===== src/rtl/event_dispatcher.sv =====
// event_dispatcher: transmit end of the queue<->core bus.
// Pulls events from the queue head and starts them on idle cores, picked round-robin.
// Also collects per-core output messages and pushes them back into the queue.
// The msg/sent_msg_vld/rcv_msg_vld/core_id/core_active outputs feed core_monitor.
// The shared bus carries one transaction per cycle, either a RETURN or a SEND.
// A SEND that keeps losing to RETURNs is forced through after MAX_SKIP lost cycles.
// Optional feature: define DISPATCH_GVT_THROTTLE_EN to hold back events whose
// timestamp is at or beyond the registered GVT plus GVT_WIN.
module event_dispatcher #(
    parameter int NUM_CORE  = 4,
    parameter int NB_COREID = $clog2(NUM_CORE),
    parameter int MSG_WID   = 32,
    parameter int TIME_WID  = 16,
    parameter int MAX_SKIP  = 3,
    parameter int GVT_WIN   = 256
) (
    input  logic                        clk,
    input  logic                        reset,
    input  logic [MSG_WID-1:0]          q_msg,
    input  logic                        q_vld,
    output logic                        q_rdy,
    output logic [MSG_WID-1:0]          enq_msg,
    output logic                        enq_vld,
    input  logic                        enq_rdy,
    output logic [MSG_WID-1:0]          core_in_msg,
    output logic [NUM_CORE-1:0]         core_in_vld,
    input  logic [NUM_CORE*MSG_WID-1:0] core_out_msg,
    input  logic [NUM_CORE-1:0]         core_out_vld,
    input  logic [NUM_CORE-1:0]         core_out_last,
    output logic [NUM_CORE-1:0]         core_out_ack,
    output logic [MSG_WID-1:0]          msg,
    output logic                        sent_msg_vld,
    output logic                        rcv_msg_vld,
    output logic [NB_COREID-1:0]        core_id,
    output logic [NUM_CORE-1:0]         core_active,
    input  logic [TIME_WID-1:0]         min_time,
    input  logic                        min_time_vld
);

    localparam int SKIP_WID = (MAX_SKIP < 1) ? 1 : $clog2(MAX_SKIP + 1);

    logic [NB_COREID-1:0] rr_in_reg;
    logic [NB_COREID-1:0] rr_out_reg;
    logic [SKIP_WID-1:0]  skip_cnt_reg;
    logic [MSG_WID-1:0]   out_msg_arr [NUM_CORE];
    logic [NB_COREID-1:0] out_pick;
    logic                 out_found;
    logic [NB_COREID-1:0] in_pick;
    logic                 in_found;
    logic                 throttled;
    logic                 ret_elig;
    logic                 send_elig;
    logic                 do_send;
    logic                 do_ret;

    // Unflatten the per-core output message bus.
    genvar gi;
    generate
        for (gi = 0; gi < NUM_CORE; gi++) begin : g_unpack
            assign out_msg_arr[gi] = core_out_msg[gi*MSG_WID +: MSG_WID];
        end
    endgenerate

`ifdef DISPATCH_GVT_THROTTLE_EN
    logic [TIME_WID-1:0] gvt_reg;

    // Latch the monitor's GVT whenever it strobes a new value.
    always_ff @(posedge clk or posedge reset) begin
        if (reset) begin
            gvt_reg <= '0;
        end else if (min_time_vld) begin
            gvt_reg <= min_time;
        end
    end

    // The compare is one bit wider than a timestamp so gvt+GVT_WIN never wraps.
    assign throttled = {1'b0, q_msg[TIME_WID-1:0]} >=
                       ({1'b0, gvt_reg} + (TIME_WID+1)'(GVT_WIN));
`else
    logic unused_gvt;
    assign unused_gvt = ^{min_time, min_time_vld};
    assign throttled  = 1'b0;
`endif

    // Round-robin pick of the next returning core, starting at rr_out.
    // The loop runs downwards so that the candidate closest to the pointer wins.
    always_comb begin
        out_pick  = '0;
        out_found = 1'b0;
        for (int k = NUM_CORE - 1; k >= 0; k--) begin
            if (core_out_vld[rr_out_reg + NB_COREID'(k)]) begin
                out_pick  = rr_out_reg + NB_COREID'(k);
                out_found = 1'b1;
            end
        end
    end

    // Round-robin pick of the next idle core, starting at rr_in.
    always_comb begin
        in_pick  = '0;
        in_found = 1'b0;
        for (int k = NUM_CORE - 1; k >= 0; k--) begin
            if (!core_active[rr_in_reg + NB_COREID'(k)]) begin
                in_pick  = rr_in_reg + NB_COREID'(k);
                in_found = 1'b1;
            end
        end
    end

    // enq_rdy high already implies the enq output stage can take a new message.
    assign ret_elig     = out_found & enq_rdy;
    assign send_elig    = q_vld & in_found & ~throttled;
    assign do_send      = send_elig & (~ret_elig | (skip_cnt_reg == SKIP_WID'(MAX_SKIP)));
    assign do_ret       = ret_elig & ~do_send;
    assign q_rdy        = do_send;
    assign core_out_ack = do_ret ? (NUM_CORE'(1) << out_pick) : '0;

    // Count consecutive cycles a pending send loses to returns, saturating at MAX_SKIP.
    always_ff @(posedge clk or posedge reset) begin
        if (reset) begin
            skip_cnt_reg <= '0;
        end else if (do_send || !send_elig) begin
            skip_cnt_reg <= '0;
        end else if (skip_cnt_reg != SKIP_WID'(MAX_SKIP)) begin
            skip_cnt_reg <= skip_cnt_reg + 1'b1;
        end
    end

    // Advance each round-robin pointer just past the core it last granted.
    always_ff @(posedge clk or posedge reset) begin
        if (reset) begin
            rr_in_reg  <= '0;
            rr_out_reg <= '0;
        end else begin
            if (do_send) rr_in_reg  <= in_pick + 1'b1;
            if (do_ret)  rr_out_reg <= out_pick + 1'b1;
        end
    end

    // Busy flags: set when a core is started, cleared by its final message.
    always_ff @(posedge clk or posedge reset) begin
        if (reset) begin
            core_active <= '0;
        end else if (do_send) begin
            core_active[in_pick] <= 1'b1;
        end else if (do_ret && core_out_last[out_pick]) begin
            core_active[out_pick] <= 1'b0;
        end
    end

    // Enqueue output stage: hold the message until the queue takes it.
    always_ff @(posedge clk or posedge reset) begin
        if (reset) begin
            enq_vld <= 1'b0;
            enq_msg <= '0;
        end else if (do_ret) begin
            enq_vld <= 1'b1;
            enq_msg <= out_msg_arr[out_pick];
        end else if (enq_rdy) begin
            enq_vld <= 1'b0;
        end
    end

    // Core start bus: one-cycle start pulse to the chosen core.
    always_ff @(posedge clk or posedge reset) begin
        if (reset) begin
            core_in_vld <= '0;
            core_in_msg <= '0;
        end else begin
            core_in_vld <= do_send ? (NUM_CORE'(1) << in_pick) : '0;
            if (do_send) core_in_msg <= q_msg;
        end
    end

    // Monitor bus: mirrors whichever transaction won the shared bus last cycle.
    always_ff @(posedge clk or posedge reset) begin
        if (reset) begin
            msg          <= '0;
            sent_msg_vld <= 1'b0;
            rcv_msg_vld  <= 1'b0;
            core_id      <= '0;
        end else begin
            sent_msg_vld <= do_send;
            rcv_msg_vld  <= do_ret & core_out_last[out_pick];
            if (do_send) begin
                msg     <= q_msg;
                core_id <= in_pick;
            end else if (do_ret) begin
                msg     <= out_msg_arr[out_pick];
                core_id <= out_pick;
            end
        end
    end

endmodule


===== config.mk =====
export PLATFORM = sky130hd
export DESIGN_NAME = event_dispatcher
export DESIGN_NICKNAME = d
export VERILOG_FILES = /design/src/rtl/event_dispatcher.sv
export SDC_FILE = /design/constraint.sdc
export NUM_CORES = 1
export LEC_CHECK = 0
export ABC_CLOCK_PERIOD_IN_PS = 10800
export BUFFER_PORTS_ARGS = -buffer_cell sky130_fd_sc_hd__clkbuf_2
export CAP_MARGIN = 5
export CORE_ASPECT_RATIO = 0.5
export CORE_MARGIN = 4
export CORE_UTILIZATION = 30
export DETAILED_ROUTE_END_ITERATION = 8
export SYNTH_ARGS = -nofsm -noshare
export SYNTH_HDL_FRONTEND = slang
export SYNTH_SLANG_ARGS = --single-unit

===== constraint.sdc =====
create_clock -name clk -period 10.8 [get_ports clk]
set_clock_uncertainty 0.1 [all_clocks]
set_input_delay 3.24 -clock clk [delete_from_list [all_inputs] [get_ports clk]]
set_output_delay 3.24 -clock clk [all_outputs]
set_load 0.1 [all_outputs]

==> metrics.md, run 1 <==
| Metric | Value |
|---|---|
| Cells after synthesis | 610 |
| Slew Viols, Final | 0 |
| Dpl hpwl | roughly 14 mm |
| Synthesized net count | between 800 and 900 |
| Total track usage | 0.1603 |
| Vias in the first global route | about 5,300 |
| DRC Markers | 0 |
| Post-CTS setup buffers | 0 |
| Library cells used by synthesis | 43 |
| Flops & latches, synth | between 100 and 150 |
| Max_slew headroom | 0.3488 |
| Total Neg Setup Slack | 0 ns |
| Min Clock Period, post-route | 8.658 ns |
| Leading cell type in the layout, fill and taps excluded | clkbuf_2 |
| Biggest regs | core_in_msg: 32 flops, enq_msg: 32 flops, msg: 32 flops |
| Synth top area share | 0.4775 |
| DR iter-0 viols | 214 |
| Row count | 36 |
| Port Buffers | between 200 and 300 |
| Clock tree from TritonCTS | yes |
| Vert. Die Dim | between 100 and 150 µm |
| RD Place Congestion | 0.8043 |
| Starting density of the core | 0.3076 |
| Hold crit path type | reg -> reg |
| First-pass iteration count of the detailed router | 4 |
| Unrepaired setup endpoints after global routing | no |
| Post-synth top area cell | dfrtp_1 |
| N_diodes | 0 |
| CTS buffer count | 17 |
| Io pins | about 300 |
| Die area | 22,560 µm² |
| Largest net degree at the start of global routing | 77 |
| CTS resizes | 0 |
| Post-synth design cell area | around 6000 µm² |
| Period utilization | 0.8016 |
| Critical path fanouts, max | 22 |
| Clock root cell | clkbuf_16 |
| CP Capture Type | primary output |
| Top cells by area, synth | dfrtp_1 (48%), mux4_2 (12%), inv_1 (10%), nand2_1 (7.1%), mux2i_1 (5.6%) |
| Wire per inst | about 16 µm |
| First-pass GRT wire length | about 28 mm |
| Layout area overhead | 37.33% |
| Clock Path Buffers | 2 |
| Clock Sink Count | 115 |
| Sequential-to-total area share from yosys stat | 0.4775 |
| Crit path DAT | around 5.3 ns |
| Total grt overflow | 0 |
| Mean Syn Cell Area | ~9.9 µm² |
| Core ar. | around 20,000 µm² |
| Max-cap viol count | 0 |
| Yosys warnings | 0 |
| CTS H-Tree Depth | 4 |
| Req. time, crit path | around 7.5 ns |
| CTS clk-pin slew, worst paths | about 0.050 ns |
| Setup violations, final | 0 |
| Clock insertion delay at the later pin of the skew report | 0.40 ns |
| Hold Fails Final Rpt | 0 |
| Share of post-route cells with drive strength above 1 | 0.4128 |
| Hold_buf cts | 0 |
| Crit Path Class | in -> out |
| Routed wire length | roughly 18 mm |
| Max Clock Freq | about 0.12 GHz |
| Critical path launch point type | primary input |
| Initial antenna violation count | 0 |
| Final Net Count | between 1,000 and 1,500 |
| Worst-Margin Slew | just under 1 ns |
| Antenna viol nets, final | 0 |
| Via-per-instance ratio | roughly 4.5 |
| Vias | roughly 5,200 |
| Fillers | approximately 2,000 |
| Outcome | finished clean |
| Die W | 208.5 µm |
| Commonest non-fill, non-tap cells in the layout | clkbuf_2 (285), inv_1 (165), dfrtp_1 (115), nand2_1 (113), mux2i_1 (34) |
kinds of logic (layout without fill, tap and decap cells):
family	Yosys count	in the layout	share of synthesized area
buf+inv	195	491	0.1304
simple gates	144	144	0.1011
flops	115	115	0.4775
compound gates	78	78	0.08886
mux	69	69	0.1835
fa+ha+maj	9	9	0.01868
critical path, stage by stage:
cell	delay (ns)
clkbuf_2	0.11
o41ai_2	0.49
nor2_1	0.12
or2_2	0.49
buf_4	0.32
inv_2	0.09
clkbuf_2	0.45
per-layer routing:
metal | global-route usage | vias up | share of wire
met3 | 0.03159 | 13 | 0.038
met4 | 0.04169 | 0 | 0.0081
met1 | 0.1969 | 2584 | 0.43
met2 | 0.2927 | 120 | 0.53
met5 | 0 | - | 0
li1 | - | 2500 | -
path summary, 6_finish.rpt:
check | startpoint | end | slack (ns) | depth (start not counted)
max reg2reg | skip_cnt_reg[0]$_DFFE_PP0P_ | rr_out_reg[0]$_DFFE_PP0P_ | 7.40 | 9
max | core_out_vld[1] | q_rdy | 2.14 | 7
min reg2reg | skip_cnt_reg[0]$_DFFE_PP0P_ | skip_cnt_reg[0]$_DFFE_PP0P_ | 0.36 | 1
min in group asynchronous | reset | enq_msg[9]$_DFFE_PP0P_ | 2.76 | 2
min | skip_cnt_reg[0]$_DFFE_PP0P_ | skip_cnt_reg[0]$_DFFE_PP0P_ | 0.36 | 1
max in group asynchronous | reset | enq_msg[24]$_DFFE_PP0P_ | 6.47 | 3
final cells by class:
| type | instances | area, µm² | area share |
|---|---|---|---|
| Clock buffer | 19 | 442.9 | 0.05351 |
| Clock inverter | 13 | 136.4 | 0.01648 |
| Inverter | 168 | 638.1 | 0.07710 |
| Multi-Input combinational cell | 300 | 2377 | 0.2872 |
| Sequential cell | 115 | 2878 | 0.3477 |
| Tap cell | 266 | 332.8 | 0.04021 |
| Timing Repair Buffer | 291 | 1471 | 0.1778 |
synth_stat cells:
cell and instances:
a211oi_1 1, a21boi_0 1, a21o_1 1, a21oi_1 10, a221oi_1 1, a22oi_1 23, a2bb2oi_2 1, a31oi_1 1
and2_1 7, and2_4 1, and3_1 4, and4_1 1, buf_2 14, buf_4 1, buf_6 2, buf_8 1
clkbuf_1 8, clkbuf_2 1, dfrtp_1 115, ha_1 9, inv_1 166, inv_2 1, inv_6 1, mux2_2 2
mux2i_1 34, mux4_2 33, nand2_1 114, nand2b_1 4, nand4_1 1, nor2_1 5, nor2_2 2, nor2b_1 1
nor3b_1 1, nor4_1 1, o211ai_1 5, o211ai_2 5, o21a_1 1, o21ai_0 2, o21ai_1 24, o22ai_1 1
o41ai_2 1, or2_1 1, or2_2 1
metrics by stage:
| step | hold slack (ns) | worst slack [ns] | util | cells | cell area [µm²] |
|---|---|---|---|---|---|
| global route | 0.3763 | 1.954 | 0.4224 | 1172 | 8277 |
| global placement | 0.3363 | 2.134 | 0.3928 | 1140 | 7697 |
| CTS | 0.3563 | 2.113 | 0.4224 | 1172 | 8277 |
| finish | 0.3613 | 2.142 | 0.4224 | 1172 | 8277 |
| floorplan | 0.3153 | 2.507 | - | 610 | 6027 |
| detailed placement | 0.3493 | 2.116 | 0.3928 | 1140 | 7697 |
Power of run 1 is left out: the tool's default activity adds up to more than one toggle a clock period on the data nets, which glitch-free logic cannot reach.
==> inputs of run 2 (changes only) <==
- ABC_AREA: unset -> 1
- ABC_CLOCK_PERIOD_IN_PS: 10800 -> 7950
- clock period: 10.8 -> 7.95 ns (I/O delays scaled with it)
==> run 2 against run 1 <==
Count of clock-buffer cells in the layout grew 5. Synthesized area grew 5.0%. Register-to-register slack got worse by 2.7 ns. Sequential share of layout area shrank 0.97 points. Final cell count is 22% higher. Worst hold slack lost 0.029 ns. Highest routed layer unchanged.
==> metrics.md, run 2 <==
| Metric | Value |
|---|---|
| Hold_buf cts | 0 (unchanged) |
| Max_slew headroom | 0.3054 (-0.04342) |
| Total Neg Setup Slack | 0 ns (unchanged) |
| CTS buffer count | 17 (unchanged) |
| Post-synth top area cell | dfrtp_1 |
| Worst-Margin Slew | 1.039 ns (+0.06267 ns) |
| Hold crit path type | reg -> reg |
| Min Clock Period, post-route | approximately 7.0 ns |
| Cells after synthesis | 887 (+45%) |
| Total track usage | 0.1935 (+0.03322) |
| Crit Path Class | in -> out |
| Synthesized net count | 1,085 (+34%) |
| Initial antenna violation count | 1 (+1) |
| Row count | 37 (+2.8%) |
| Req. time, crit path | 5.47 ns (-1.99 ns) |
| Mean Syn Cell Area | 7.132 µm² (-28%) |
| Vias | 6,848 (+31%) |
| Synth top cells by count | nand2_1 (410), nand3_1 (208), dfrtp_1 (115), buf_2 (31), inv_1 (31) |
| Unrepaired setup endpoints after global routing | no |
| Port Buffers | 285 (unchanged) |
| Area occupied by multi-input gates | 3008 µm² (+27%) |
| Critical path launch point type | primary input |
| CP Capture Type | primary output |
| Yosys warnings | 0 (unchanged) |
| Vias in the first global route | 6,802 (+28%) |
| Fillers | 2,179 (+11%) |
| Max-cap viol count | 0 (unchanged) |
| Clock Sink Count | 115 (unchanged) |
| RD Place Congestion | 0.8827 (+9.7%) |
| Largest net degree at the start of global routing | 81 (+5.2%) |
| Share of post-route cells with drive strength above 1 | 0.2947 (-0.1181) |
| Die area | 23,610 µm² (+4.7%) |
| Leading cell type in the layout, fill and taps excluded | nand2_1 |
| Number of flops mapped to enable cells by yosys | 0 (unchanged) |
| Library cells used by synthesis | 25 (-42%) |
| DRC Markers | 0 (unchanged) |
| Most frequent cell after synthesis | nand2_1 |
| Clock tree from TritonCTS | yes |
| DR iter-0 viols | 457 (+110%) |
| Most frequent CP cell | nand2_1 |
| Flops & latches, synth | 115 (unchanged) |
| Register area | 2878 µm² (unchanged) |
| Setup violations, final | 0 (unchanged) |
| Starting density of the core | 0.3064 (-0.001212) |
| Layout area overhead | 34.57% |
| Final Net Count | 1,345 (+23%) |
| Slew Viols, Final | 0 (unchanged) |
| CTS clk-pin slew, worst paths | 0.05 ns (about the same) |
| Critical path fanouts, max | 22 (unchanged) |
| Async SR Flop Fraction | 1.000 (unchanged) |
| Biggest regs | core_in_msg: 32 flops, enq_msg: 32 flops, msg: 32 flops |
| Dpl hpwl | 16.64 mm (+22%) |
| Crit path cell chain | clkbuf_2 > inv_1 > nand2_1 > nand3_1 > nand2_1 > inv_1 > nand2_1 > nand2_1 > nand2_1 > nand2_2 > inv_2 > ha_1 > inv_1 > nor2_1 > buf_12 |
| Vert. Die Dim | 110.7 µm (+2.3%) |
| Crit-path slowest cell | inv_2 |
| Io pins | 303 (unchanged) |
| Wire per inst | 15.99 µm (+1.6%) |
| Commonest non-fill, non-tap cells in the layout | nand2_1 (410), clkbuf_2 (280), nand3_1 (208), dfrtp_1 (115), inv_1 (30) |
| Main synth FF type | dfrtp_1 |
| Top cells by area, synth | dfrtp_1 (45%), nand2_1 (24%), nand3_1 (16%), buf_2 (2.5%), inv_1 (1.8%) |
| Hold Fails Final Rpt | 0 (unchanged) |
| CTS H-Tree Depth | 4 (unchanged) |
| Crit path DAT | 4.55 ns (-0.77 ns) |
| First-pass GRT wire length | 36.36 mm (+28%) |
| Post-synth design cell area | 6326 µm² (+5.0%) |
| First-pass iteration count of the detailed router | 5 (+1) |
| Antenna viol nets, final | 0 (unchanged) |
| Post-CTS setup buffers | 0 (unchanged) |
| Routed wire length | 22.88 mm (+24%) |
| CTS resizes | 0 (unchanged) |
| Clock insertion delay at the later pin of the skew report | 0.40 ns (about the same) |
| Via-per-instance ratio | 4.785 (+7.5%) |
| Total grt overflow | 0 (unchanged) |
| Core ar. | 20,650 µm² (+5.4%) |
| Outcome | finished clean |
| Clock Path Buffers | 2 (unchanged) |
| WP buf/inv | 6 (+2) |
| Clock root cell | clkbuf_16 |
| Period utilization | 0.8852 |
| Die W | 213.4 µm (+2.4%) |
| CP top delay family | simple AND/OR/NAND/NOR gates |
| Synth top area share | 0.4549 (-0.02257) |
| Slowest stage delay, CP | 0.45 ns (-0.04 ns) |
| Sequential-to-total area share from yosys stat | 0.4549 (-0.02257) |
| Max Clock Freq | about 0.14 GHz |
-- run 2: cell count changes after synthesis, sizes merged, moves of 4 or more --
cell / change
buf: +29
nand2: +300
a22oi: -22
o21ai: -6
nand3: +211
and2: -8
nor2: +8
and3: -4
mux2i: -34
nand2b: -4
a21oi: -6
mux4: -33
o211ai: -10
inv: -130
-- run 2: cell type report --
type / instances / area share
clock buffers: 24 / 0.06011
multi-input cells: 680 / 0.3533
diodes: 1 / 0.0002939
clock inverters: 5 / 0.005879
well taps: 273 / 0.04012
flip-flops and latches: 115 / 0.3380
repair buffers: 295 / 0.1852
inverters: 38 / 0.01705
-- run 2: stage by stage --
| stage | util | hold WS [ns] | cells | instance area, µm² | worst slack [ns] |
|---|---|---|---|---|---|
| 2_1_floorplan | - | 0.3079 | 887 | 6326 | 0.7509 |
| 3_3_place_gp | 0.3850 | 0.3179 | 1401 | 7949 | 0.9234 |
| 3_5_place_dp | 0.3850 | 0.3268 | 1401 | 7949 | 0.8921 |
| 4_1_cts | 0.4122 | 0.3337 | 1430 | 8511 | 0.8893 |
| 5_1_grt | 0.4123 | 0.3545 | 1431 | 8513 | 0.6540 |
| 6_report | 0.4123 | 0.3319 | 1431 | 8513 | 0.9130 |
-- run 2: cell families (layout without fill, tap and decap cells) --
kind of cell / count (synthesis) / in the layout / synth area share
buffers and inverters: 92 / 362 / 0.07081
adders and majority gates: 9 / 9 / 0.01780
xor gates and xnor gates: 2 / 2 / 0.002769
AOI/OAI and AO/OA: 27 / 27 / 0.02492
other: 0 / 1 / 0
DFF: 115 / 115 / 0.4549
and+or+nand+nor: 642 / 642 / 0.4288
-- run 2: routing by layer --
| metal | global-route usage | vias up | part of all wire |
|---|---|---|---|
| met5 | 0 | - | 0 |
| met4 | 0.05667 | 0 | 0.023 |
| met3 | 0.03591 | 34 | 0.040 |
| met2 | 0.3345 | 174 | 0.51 |
| met1 | 0.2468 | 3278 | 0.42 |
| li1 | - | 3362 | - |
-- run 2: path summary, 6_finish.rpt --
| path | startpoint | to | slack [ns] | depth (start not counted) |
|---|---|---|---|---|
| hold reg to reg | skip_cnt_reg[0]$_DFFE_PP0P_ | skip_cnt_reg[0]$_DFFE_PP0P_ | 0.33 | 1 |
| setup / recovery | core_out_vld[1] | core_out_ack[2] | 0.91 | 15 |
| max in group asynchronous | reset | core_in_msg[7]$_DFFE_PP0P_ | 4.44 | 3 |
| min in group asynchronous | reset | enq_msg[26]$_DFFE_PP0P_ | 1.95 | 2 |
| hold / removal | skip_cnt_reg[0]$_DFFE_PP0P_ | skip_cnt_reg[0]$_DFFE_PP0P_ | 0.33 | 1 |
| setup reg to reg | rr_out_reg[0]$_DFFE_PP0P_ | msg[23]$_DFFE_PP0P_ | 4.67 | 13 |
Power of run 2 is left out for the same reason.
